### src/rtl/uart_tx_sched.sv
// Two-requester byte scheduler feeding a UART transmitter.
// Per-port FIFOs, round-robin grant, DV/Done level handshake.
module uart_tx_sched_fifo #(
  parameter int DEPTH = 8
) (
  input  logic       i_Clock,
  input  logic       reset,
  input  logic       wr,
  input  logic [7:0] wdata,
  input  logic       pop,
  output logic [7:0] rdata,
  output logic       full,
  output logic       empty,
  output logic       ovf
);
  localparam int AW = $clog2(DEPTH);
  localparam logic [AW:0] ONE = 1;

  logic [7:0] mem [DEPTH];
  logic [AW:0] wptr;
  logic [AW:0] rptr;
  logic        push;

  assign full  = (wptr[AW] != rptr[AW]) &&
                 (wptr[AW-1:0] == rptr[AW-1:0]);
  assign empty = (wptr == rptr);
  assign push  = wr && !full;
  assign rdata = mem[rptr[AW-1:0]];

  always_ff @(posedge i_Clock) begin
    if (push) mem[wptr[AW-1:0]] <= wdata;
  end

  always_ff @(posedge i_Clock) begin
    if (reset) begin
      wptr <= '0;
      rptr <= '0;
      ovf  <= 1'b0;
    end else begin
      if (push) wptr <= wptr + ONE;
      if (pop && !empty) rptr <= rptr + ONE;
      if (wr && full) ovf <= 1'b1;
    end
  end
endmodule

module uart_tx_sched #(
  parameter int DEPTH = 8
) (
  input  logic       i_Clock,
  input  logic       reset,
  input  logic       i_A_wr,
  input  logic [7:0] i_A_data,
  output logic       o_A_full,
  output logic       o_A_ovf,
  input  logic       i_B_wr,
  input  logic [7:0] i_B_data,
  output logic       o_B_full,
  output logic       o_B_ovf,
  output logic       o_Tx_DV,
  output logic [7:0] o_Tx_Byte,
  input  logic       i_Tx_Done,
  output logic       o_busy,
  output logic       o_grant
);
  typedef enum logic [1:0] {
    S_IDLE    = 2'd0,
    S_SEND    = 2'd1,
    S_RELEASE = 2'd2
  } state_t;

  state_t     state;
  state_t     state_nx;
  logic       pop_a;
  logic       pop_b;
  logic       load;
  logic       sel_b;
  logic [7:0] a_head;
  logic [7:0] b_head;
  logic       a_empty;
  logic       b_empty;

  uart_tx_sched_fifo #(.DEPTH(DEPTH)) u_fifo_a (
    .i_Clock (i_Clock),
    .reset   (reset),
    .wr      (i_A_wr),
    .wdata   (i_A_data),
    .pop     (pop_a),
    .rdata   (a_head),
    .full    (o_A_full),
    .empty   (a_empty),
    .ovf     (o_A_ovf)
  );

  uart_tx_sched_fifo #(.DEPTH(DEPTH)) u_fifo_b (
    .i_Clock (i_Clock),
    .reset   (reset),
    .wr      (i_B_wr),
    .wdata   (i_B_data),
    .pop     (pop_b),
    .rdata   (b_head),
    .full    (o_B_full),
    .empty   (b_empty),
    .ovf     (o_B_ovf)
  );

  always_ff @(posedge i_Clock) begin
    if (reset) begin
      state     <= S_IDLE;
      o_Tx_Byte <= 8'h00;
      o_grant   <= 1'b1;
    end else begin
      state <= state_nx;
      if (load) begin
        o_Tx_Byte <= sel_b ? b_head : a_head;
        o_grant   <= sel_b;
      end
    end
  end

  // B wins only when A is empty or A was served last
  always_comb begin
    state_nx = state;
    pop_a    = 1'b0;
    pop_b    = 1'b0;
    load     = 1'b0;
    sel_b    = 1'b0;
    o_Tx_DV  = 1'b0;
    case (state)
      S_IDLE: begin
        if ((!a_empty || !b_empty) && !i_Tx_Done) begin
          load     = 1'b1;
          sel_b    = !b_empty && (a_empty || !o_grant);
          pop_a    = !sel_b;
          pop_b    = sel_b;
          state_nx = S_SEND;
        end
      end
      S_SEND: begin
        o_Tx_DV = 1'b1;
        if (i_Tx_Done) state_nx = S_RELEASE;
      end
      S_RELEASE: begin
        if (!i_Tx_Done) state_nx = S_IDLE;
      end
      default: state_nx = S_IDLE;
    endcase
  end

  assign o_busy = !a_empty || !b_empty || (state != S_IDLE);
endmodule

### config.mk
export PLATFORM = sky130hd
export DESIGN_NAME = uart_tx_sched
export DESIGN_NICKNAME = d
export VERILOG_FILES = /design/src/rtl/uart_tx_sched.sv
export SDC_FILE = /design/constraint.sdc
export NUM_CORES = 1
export LEC_CHECK = 0
export ABC_AREA = 1
export CAP_MARGIN = 20
export CORE_MARGIN = 2
export CORE_UTILIZATION = 40
export CTS_CLUSTER_DIAMETER = 100
export DETAILED_ROUTE_END_ITERATION = 8
export GPL_TIMING_DRIVEN = 0
export SLEW_MARGIN = 20
export SYNTH_ARGS = -nofsm -noshare
export SYNTH_HDL_FRONTEND = slang
export SYNTH_HIERARCHICAL = 1
export SYNTH_SLANG_ARGS = --single-unit
### constraint.sdc
create_clock -name i_Clock -period 1.8 [get_ports i_Clock]
set_input_delay 0.27 -clock i_Clock [delete_from_list [all_inputs] [get_ports i_Clock]]
set_output_delay 0.27 -clock i_Clock [all_outputs]
set_load 0.02 [all_outputs]
==> metrics.md <==
| Metric | Value |
|---|---|
| Least-Margin Pin Slew | `0.5698 ns` |
| Ant diodes | `0` |
| TritonRoute pass-1 iters | `5` |
| Count leader, synth | `edfxtp_1` |
| Area taken by flip-flops and latches | `0.004587 mm²` |
| Combinational share of power | `between 10% and 20%` |
| Slew Viols, Final | `0` |
| CP Launch Type | `flip-flop` |
| CTS Sinks | `163` |
| Max_cap viols | `0` |
| Library cells used by synthesis | `37` |
| Top-area cell type share of the netlist area | `55.44%` |
| Top post-synthesis cells by area | `edfxtp_1 (55%), dfxtp_1 (10%), nand2_1 (6.2%)` |
| Num CTS Buffers | `17` |
| Initial antenna violation count | `0` |
| Crit-path max FO | `4` |
| HP Class | `input pin to flip-flop` |
| Net Count, Synth | `675` |
| Synthesized netlist cell count | `650` |
| Fmax | `around 0.54 GHz` |
| Clk pwr share | `around two fifths` |
| Drt wl/cell | `15.74 µm` |
| Failing checks | `setup timing` |
| Pwr/cell area | `1131 mW/mm²` |
| # setup viols final | `8` |
| Vias in the first global route | `around 4700` |
| Fin area | `0.008772 mm²` |
| Crit path kind | `flip-flop to output port` |
| Skew final | `roughly 0.0053 ns` |
| Final hold violation count | `0` |
| GRT Total Usage | `16.97%` |
| CTS max path bufs | `2` |
| Global-route wire length before repair | `23780 µm` |
| Post-synthesis cell area | `about 0.007 mm²` |
| Worst-Skew Late Latency | `0.42 ns` |
| Crit path max-delay family | `flip-flops` |
| Row cnt | `48` |
| Fillers | `around 1500` |
| RSZ-0062 raised after global routing | `yes` |
| WP buf/inv | `2` |
| Hold_buf cts | `0` |
| Fin crit share | `102.5%` |
| Final Net Count | `755` |
| Hold path start | `i_A_wr` |
| Worst stage delay on the critical path | `approximately 0.36 ns` |
| Hold_ws | `~0.25 ns` |
| Final setup margin | `-0.04582 ns` |
| Switching power total | `2.524 mW` |
| GPL Wtd Cong | `0.7912` |
| Flop pwr share | `between 40% and 50%` |
| Multi-input gate area | `0.002335 mm²` |
| Total wire length | `15220 µm` |
| Yosys warnings | `6` |
| LEAKAGE | `~3.2 nW` |
| Peak VDD IR | `0.0006488 V` |
| Layout Utilization | `51.25%` |
| Mapped Avg Cell Area | `roughly 11 µm²` |
| HPWL Detailed | `10080 µm` |
| Relative slew slack | `62.01%` |
| Critical path endpoint category | `output port` |
| Worst EP arrival | `1.58 ns` |
| Initial core utilization | `roughly two fifths` |
| CP Cell Sequence | `xnor2_4 -> and2_4 -> nand2_8 -> inv_6 -> nand3_2 -> buf_6` |
| Cell area after placement | `0.007587 mm²` |
| Core Footprint | `0.01712 mm²` |
| Layout cells sized above 1 | `24.93%` |
| Fin crit period | `1.846 ns` |
| DR iter-0 viols | `403` |
| Critical R2R Launch | `u_fifo_a/rptr[2]$_SDFFE_PP0P_` |
| Die Y | `roughly 140 µm` |
| Seq/Total Area, Yosys | `65.55%` |
| Total number of vias | `4894` |
| Clock slew at the register clock pins of the worst setup and hold paths | `0.06 ns` |
| Clock Root Buffer | `clkbuf_16` |
| Ys async rst share | `0%` |
| Detailed-route vias per instance | `5.061` |
| Outcome | `complete, but fails checks` |
| R2R Setup Slk | `-0.03 ns` |
| Largest net degree at the start of global routing | `17` |
| Largest area contributor in the netlist | `edfxtp_1` |
| DRC | `0` |
| Number of synthesized flops with an enable pin | `128` |
| CP Launch Point | `u_fifo_b/rptr[1]$_SDFFE_PP0P_` |
| Switch share | `25.43%` |
| Routed Antenna Nets | `0` |
| Main flop type after synthesis | `edfxtp_1` |
| Port bufs | `34` |
| TritonCTS clock tree | `built` |
| I/O pin cnt | `36` |
| Die Area | `approximately 0.018 mm²` |
| Critical Path Slowest Stage Cell | `dfxtp_4` |
| Internal power | `around 7.4 mW` |
| CP required | `1.53 ns` |
| Area Growth Syn to Fin | `26.53%` |
| Overflow after GRT | `0` |
| CTS HTree Levels | `4` |
| Yosys reg bits | `163` |
| Most instantiated cells after synthesis | `edfxtp_1 (128), nand2_1 (115), nor2_1 (109)` |
| Die X | `approximately 140 µm` |
layout make-up:
class	count	area share (%)
buffer	23	1.626
clock buffer	21	5.249
clock inverter	10	2.068
inverter	52	2.411
multi-input combinational	412	26.62
sequential	163	52.29
tap	225	3.209
timing repair buffer	61	6.533
flip-flops by register name (all words and copies together) (netlist names), named ones only:
register and count:
u_fifo_a/ovf 1, o_Tx_Byte 8, u_fifo_b/rptr 4, u_fifo_b/wptr 4
o_grant 1, state 2, u_fifo_b/ovf 1, u_fifo_a/wptr 4
u_fifo_a/rptr 4, u_fifo_a/mem 64, u_fifo_b/mem 64
kinds of logic after synthesis:
logic type	Yosys count	share of synthesized area, %
XOR/XNOR	1	0.2347
AND/OR/NAND/NOR	288	18.52
buffers and inverters	75	4.638
flip-flops	163	65.55
AO/OA/AOI/OAI	103	8.031
adder cells (fa/ha/maj)	4	0.7219
multiplexers	16	2.310
repair_timing:
action | CTS | global route
pin swaps | 13 | 20
setup endpoints to repair | 140 | 99
resized for setup | 52 | 84
setup buffers | 14 | 13
worst register-to-register path, cell delays in order, from the launching register on:
cell and delay [ns]:
dfxtp_4 0.37, inv_2 0.04, nand2_2 0.07, nand2_4 0.07
inv_2 0.07, nor2_4 0.04, nand2_2 0.09, inv_4 0.05
buf_12 0.13, nand2_8 0.06, nand3_4 0.10, buf_8 0.15
nor2_4 0.13, nand3_2 0.09, nor2_2 0.11, nand3_1 0.07
nand2_1 0.06, nor2_1 0.04
metal layers:
metal | vias to the layer above | routed length (µm) | global-route usage, %
met5 | - | 0 | 0
met4 | 0 | 241 | 6.713
met3 | 23 | 727 | 4.302
met2 | 115 | 7387 | 26.80
met1 | 2367 | 6860 | 22.48
li1 | 2389 | - | -
power by group through the flow:
stage	clock, mW	sequential (mW)	combinational [mW]
floorplan	0	4.41	0.900
global placement	0	4.39	1.36
detailed placement	0	4.39	1.40
CTS	3.97	4.32	1.53
global route	4.14	4.33	1.88
finish	3.90	4.31	1.71
metrics by stage:
step | power, mW | setup TNS, ns | setup slack, ns | std cells
floorplan | 5.309 | -0.05434 | -0.04877 | 650
global route | 10.35 | -1.346 | -0.1317 | 967
global placement | 5.747 | -24.95 | -0.3382 | 909
detailed placement | 5.791 | -31.60 | -0.3616 | 909
finish | 9.925 | -0.1407 | -0.04582 | 967
CTS | 9.813 | -0.1039 | -0.1039 | 954
final timing paths:
kind,endpoint,cells past startpoint
hold reg to reg,u_fifo_a/ovf$_SDFFE_PP0P_,2
setup / recovery,o_busy,6
hold / removal,u_fifo_a/wptr[1]$_SDFFE_PP0P_,4
setup reg to reg,u_fifo_a/rptr[3]$_SDFFE_PP0P_,17
placed cells by master (no fill, tap or decap), types with 3 or more instances in the layout:
cell and count:
dfxtp_2 7, clkbuf_16 17, inv_2 14, clkinv_2 3
clkdlybuf4s50_1 29, edfxtp_1 128, dfxtp_4 9, buf_4 23
buf_6 8, clkbuf_1 5, nand2_1 102, clkinv_1 4
nor2_4 12, inv_4 3, o22ai_1 16, bufinv_16 5
a21oi_4 3, nand3_2 13, inv_1 29, clkbuf_2 7
nand2_2 17, nand3_1 30, o21ai_1 15, a21oi_1 18
nor2_1 87, ha_1 4, dfxtp_1 19, buf_2 9
nand2_4 5, mux2i_1 16, nor2_2 11, o21ai_0 49
No activity file was read; power rests on OpenSTA's default activity.
